### config.mk
export PLATFORM = sky130hd
export DESIGN_NAME = sync_memory
export DESIGN_NICKNAME = d
export VERILOG_FILES = /design/src/rtl/sync_memory.sv
export SDC_FILE = /design/constraint.sdc
export NUM_CORES = 1
export LEC_CHECK = 0
export BUFFER_PORTS_ARGS = -buffer_cell sky130_fd_sc_hd__buf_4
export CAP_MARGIN = 5
export CORE_MARGIN = 8
export CORE_UTILIZATION = 45
export DETAILED_ROUTE_END_ITERATION = 10
export SLEW_MARGIN = 20
export SYNTH_ARGS = -nofsm -noshare
export SYNTH_HDL_FRONTEND = slang
export SYNTH_SLANG_ARGS = --single-unit
export TNS_END_PERCENT = 30
### constraint.sdc
create_clock -name clk -period 0.88 [get_ports clk]
set_input_delay 0.088 -clock clk [delete_from_list [all_inputs] [get_ports clk]]
set_output_delay 0.088 -clock clk [all_outputs]
set_load 0.03 [all_outputs]
### src/rtl/sync_memory.sv
// -----------------------------------------------------------------------------
// sync_memory
//   Single-port synchronous read/write memory, 2**ADDR_WIDTH x DATA_WIDTH.
//   Writes commit on the rising edge. Reads are registered: the data appears
//   one cycle after the request, together with a one-cycle valid strobe.
//   When a read and a write hit the same cycle, the read returns the old
//   contents (read-first) and the write still commits.
//
//   Optional feature macro: SYNC_MEMORY_PARITY_EN
//     Each word also stores an even-parity bit. A read reports parity_err
//     when the stored bit disagrees with the parity of the stored data.
//     The data is returned unmodified.
//
// Ports:
//   clk        in   rising-edge clock
//   reset      in   asynchronous active-low reset (0 = in reset)
//   addr       in   word address for the read and/or write
//   wr_en      in   write enable (unknown values are treated as 0)
//   rd_en      in   read enable (unknown values are treated as 0)
//   wdata      in   write data
//   parity_err out  parity mismatch on the returned word (parity build only)
//   rdata      out  registered read data
//   rd_valid   out  high for the cycle rdata carries a fresh read result
// -----------------------------------------------------------------------------
module sync_memory #(
    parameter int                    ADDR_WIDTH  = 2,
    parameter int                    DATA_WIDTH  = 8,
    parameter logic [DATA_WIDTH-1:0] RESET_VALUE = '0
) (
    input  logic                  clk,
    input  logic                  reset,
    input  logic [ADDR_WIDTH-1:0] addr,
    input  logic                  wr_en,
    input  logic                  rd_en,
    input  logic [DATA_WIDTH-1:0] wdata,
`ifdef SYNC_MEMORY_PARITY_EN
    output logic                  parity_err,
`endif
    output logic [DATA_WIDTH-1:0] rdata,
    output logic                  rd_valid
);

    localparam int DEPTH = 2 ** ADDR_WIDTH;

    // Even parity: the stored bit makes the total count of ones even.
    function automatic logic even_parity(input logic [DATA_WIDTH-1:0] d);
        return ^d;
    endfunction

    logic [DATA_WIDTH-1:0] mem_q [DEPTH];
    logic [DATA_WIDTH-1:0] mem_d [DEPTH];
    logic [DATA_WIDTH-1:0] rdata_q;
    logic [DATA_WIDTH-1:0] rdata_d;
    logic                  rd_valid_q;
    logic                  rd_valid_d;
    logic                  wr_s;
    logic                  rd_s;

`ifdef SYNC_MEMORY_PARITY_EN
    logic                  par_q [DEPTH];
    logic                  par_d [DEPTH];
    logic                  parity_err_q;
    logic                  parity_err_d;
`endif

    // Enables count only when they are a definite 1, so X/Z never writes.
    always_comb begin
        wr_s = (wr_en === 1'b1);
        rd_s = (rd_en === 1'b1);
    end

    // Next-state for storage and the read register (read uses old contents).
    always_comb begin
        mem_d      = mem_q;
        rdata_d    = rdata_q;
        rd_valid_d = 1'b0;
`ifdef SYNC_MEMORY_PARITY_EN
        par_d        = par_q;
        parity_err_d = 1'b0;
`endif
        if (wr_s) begin
            mem_d[addr] = wdata;
`ifdef SYNC_MEMORY_PARITY_EN
            par_d[addr] = even_parity(wdata);
`endif
        end else begin
            mem_d[addr] = mem_q[addr];
        end
        if (rd_s) begin
            rdata_d    = mem_q[addr];
            rd_valid_d = 1'b1;
`ifdef SYNC_MEMORY_PARITY_EN
            parity_err_d = (par_q[addr] != even_parity(mem_q[addr]));
`endif
        end else begin
            rdata_d    = rdata_q;
            rd_valid_d = 1'b0;
        end
    end

    // State registers; reset clears every location without needing a clock.
    always_ff @(posedge clk or negedge reset) begin
        if (!reset) begin
            for (int i = 0; i < DEPTH; i++) begin
                mem_q[i] <= RESET_VALUE;
`ifdef SYNC_MEMORY_PARITY_EN
                par_q[i] <= even_parity(RESET_VALUE);
`endif
            end
            rdata_q    <= RESET_VALUE;
            rd_valid_q <= 1'b0;
`ifdef SYNC_MEMORY_PARITY_EN
            parity_err_q <= 1'b0;
`endif
        end else begin
            mem_q      <= mem_d;
            rdata_q    <= rdata_d;
            rd_valid_q <= rd_valid_d;
`ifdef SYNC_MEMORY_PARITY_EN
            par_q        <= par_d;
            parity_err_q <= parity_err_d;
`endif
        end
    end

    assign rdata    = rdata_q;
    assign rd_valid = rd_valid_q;
`ifdef SYNC_MEMORY_PARITY_EN
    assign parity_err = parity_err_q;
`endif

endmodule

==> metrics.md <==
| Metric | Value |
|---|---|
| Status | finished with violations |
| Failing checks | negative setup slack |
| Register area | 1030 um^2 |
| DIE WIDTH | 78.5 um |
| Synth-to-Final Area Change | 27.0% |
| Fin worst setup slack | -52.8 ps |
| DRC | 0 |
| CTS tree | done |
| Multi-input logic area | 712 um^2 |
| Synth warn | 0 |
| Achievable Freq | 1.07 GHz |
| Chip height | 78.5 um |
| Flops & latches, synth | 41 |
| Max IR drop VDD | 1030 uV |
| RSZ-0062 raised after global routing | true |
| Pre-antenna DRT Iters | 4 |
| Synth top area cells | dfrtp_1 (58%), mux2_2 (20%), mux2i_1 (9.1%) |
| Worst Path Max Fanout | 2 |
| Cell family with most CP delay | flip-flops |
| CP peak stage delay | 400 ps |
| Worst rel slew slack | 65.5% |
| Critical Setup Path Class | register to output port |
| First-pass GRT wire length | 5980 um |
| Placed instance count | 193 |
| Ports | 23 |
| Max Cap Viol | 0 |
| Root buffer cell | clkbuf_8 |
| Fill count | 326 |
| Fin crit share | 106% |
| Mean area per synthesized cell | 15.3 um^2 |
| GP Congestion | 0.694 |
| Post-route antenna net violation count | 0 |
| Final HPWL DP | 2500 um |
| Critical Path Sink Type | output port |
| Static Leakage | 1.02 nW |
| Number of global-route vias before repair | 1150 |
| # nets final | 169 |
| Arr. time, crit path | 840 ps |
| WL/cell | 17.8 um |
| GRT overflow | 0 |
| Final Cell Area | 2230 um^2 |
| Largest net degree at the start of global routing | 42 |
| Post-synth top area cell | dfrtp_1 |
| Site Rows | 22 |
| Final wirelength | 3620 um |
| Vias | 1066 |
| Sequential share of the synthesized area | 58.3% |
| Req. time, crit path | 790 ps |
| Tightest Pin Transition | 517 ps |
| Total CTS buffers | 5 |
| Worst-path clk slew | 80 ps |
| Layout cells sized above 1 | 51.9% |
| Placed Instance Area | 2070 um^2 |
| H-tree levels | 2 |
| Hold Crit Class | primary input to register |
| Initial antenna violation count | 0 |
| Mapped Area | 1760 um^2 |
| Initial core utilization | 47.3% |
| Syn Nets | 129 |
| Total power draw | 4.82 mW |
| Die ar. | 6170 um^2 |
| Crit-path slowest cell | dfrtp_1 |
| Cell variety after synth | 12 |
| Post-route minimum period | 933 ps |
| Pwr dens | 2160 nW/um^2 |
| Core area | 3720 um^2 |
| Core Util, Final | 60.1% |
| Inserted Diodes | 0 |
| Final Max Slew Viols | 0 |
| Final cell count without fillers | 204 |
| Final hold violations | 0 |
| Num Clock Sinks | 41 |
| Initial drt markers | 54 |
| Mapped Cells | 115 |
| Deepest clock path buffer count | 2 |
| Area share of the largest cell type after synthesis | 58.3% |
| Worst-path cell chain | buf_6 |
| GRT Overall Usage | 12.7% |
| CP Buf/Inv Count | 1 |
| Clock Skews | 6.60 ps |
| Final setup vio count | 9 |
| PortBufs | 22 |
| Vias per Instance | 5.23 |
| Element type at the critical path start | register |
| Skew-Pair Late Insertion Delay | 290 ps |
==> registers in the layout, summed over array words and instances, names as in the netlist <==
signal	count
mem_q	32
rdata	8
rd_valid	1
==> per-stage QoR <==
stage / hold WS, ps / setup WS [ps] / setup TNS (ps)
global placement: 91.5 / -200 / -6200
global route: 38.5 / -100 / -669
CTS: 31.0 / -72.2 / -498
finish: 42.9 / -52.8 / -363
detailed placement: 99.7 / -214 / -6920
floorplan: -208 / -146 / -1770
==> layer usage <==
metal  part of all wire (%)  vias to the layer above  GRT usage, %
met2                     47                       17          20.2
li1                       -                      508             -
met1                     47                      534          15.5
met4                    1.3                        0          4.44
met5                      0                        -             0
met3                    4.3                        7          4.44
==> cells in the mapped netlist <==
| cell | n |
|---|---|
| nand2b_1 | 9 |
| mux2i_1 | 16 |
| nand3b_2 | 2 |
| mux2_2 | 32 |
| o221ai_1 | 8 |
| dfrtp_1 | 41 |
| nor3b_4 | 1 |
| buf_2 | 1 |
| clkbuf_1 | 1 |
| nand2_1 | 1 |
| nand3_2 | 1 |
| buf_6 | 2 |
==> area by class of cell <==
type	instances	share of cell area [%]
clock buffers	6	3.70
clock inverters	2	0.616
multi-input cells	70	31.9
flip-flops and latches	41	45.9
well taps	48	2.69
repair buffers	37	15.2
==> cell usage in the layout (no fill, tap or decap) <==
| cell type | instances |
|---|---|
| dfrtp_1 | 41 |
| mux2_2 | 31 |
| buf_4 | 25 |
| mux2i_1 | 16 |
| nand2b_1 | 9 |
| buf_6 | 9 |
| o221ai_1 | 7 |
| clkbuf_8 | 6 |
| nand3b_2 | 2 |
| buf_12 | 2 |
| nand3_2 | 1 |
| nor3b_4 | 1 |
| mux2_4 | 1 |
| nand2_1 | 1 |
| o221ai_2 | 1 |
| clkinv_4 | 1 |
| clkinv_2 | 1 |
| dlygate4sd3_1 | 1 |
==> cell families (layout without fill, tap and decap cells) <==
group                  after synthesis  in the layout  synth area share, %
AND/OR/NAND/NOR                     14             14                 6.33
multiplexers                        48             48                 29.6
flip-flops                          41             41                 58.3
AO/OA/AOI/OAI                        8              8                 3.98
buffers and inverters                4             45                 1.78
==> report_power, final <==
part / switching (mW) / internal, mW / leakage (nW)
clock network: 0.665 / 0.636 / 0.0512
logic: 0.490 / 0.603 / 0.484
registers: 0.191 / 2.24 / 0.490
==> worst paths after layout <==
kind	end	from	depth (start not counted)	slack [ps]
setup / recovery	rdata[0]	rdata[0]	1	-50
hold / removal	mem_q[12]	wdata[4]	2	40
setup reg to reg	rdata[4]	mem_q[4]	2	50
hold reg to reg	mem_q[6]	mem_q[6]	1	510
max in group asynchronous	mem_q[18]	reset	2	210
min in group asynchronous	mem_q[21]	reset	2	310
==> what timing repair did <==
item / CTS / global route
hold buffers: 1 / 0
endpoints found under the setup margin: 9 / 12
pin swaps: 0 / 1
setup buffers: 2 / 0
resized for setup: 9 / 1
hold endpoints to repair: 41 / 0
gates cloned: 0 / 0
Note: power is estimated with default switching activity, not from simulation.
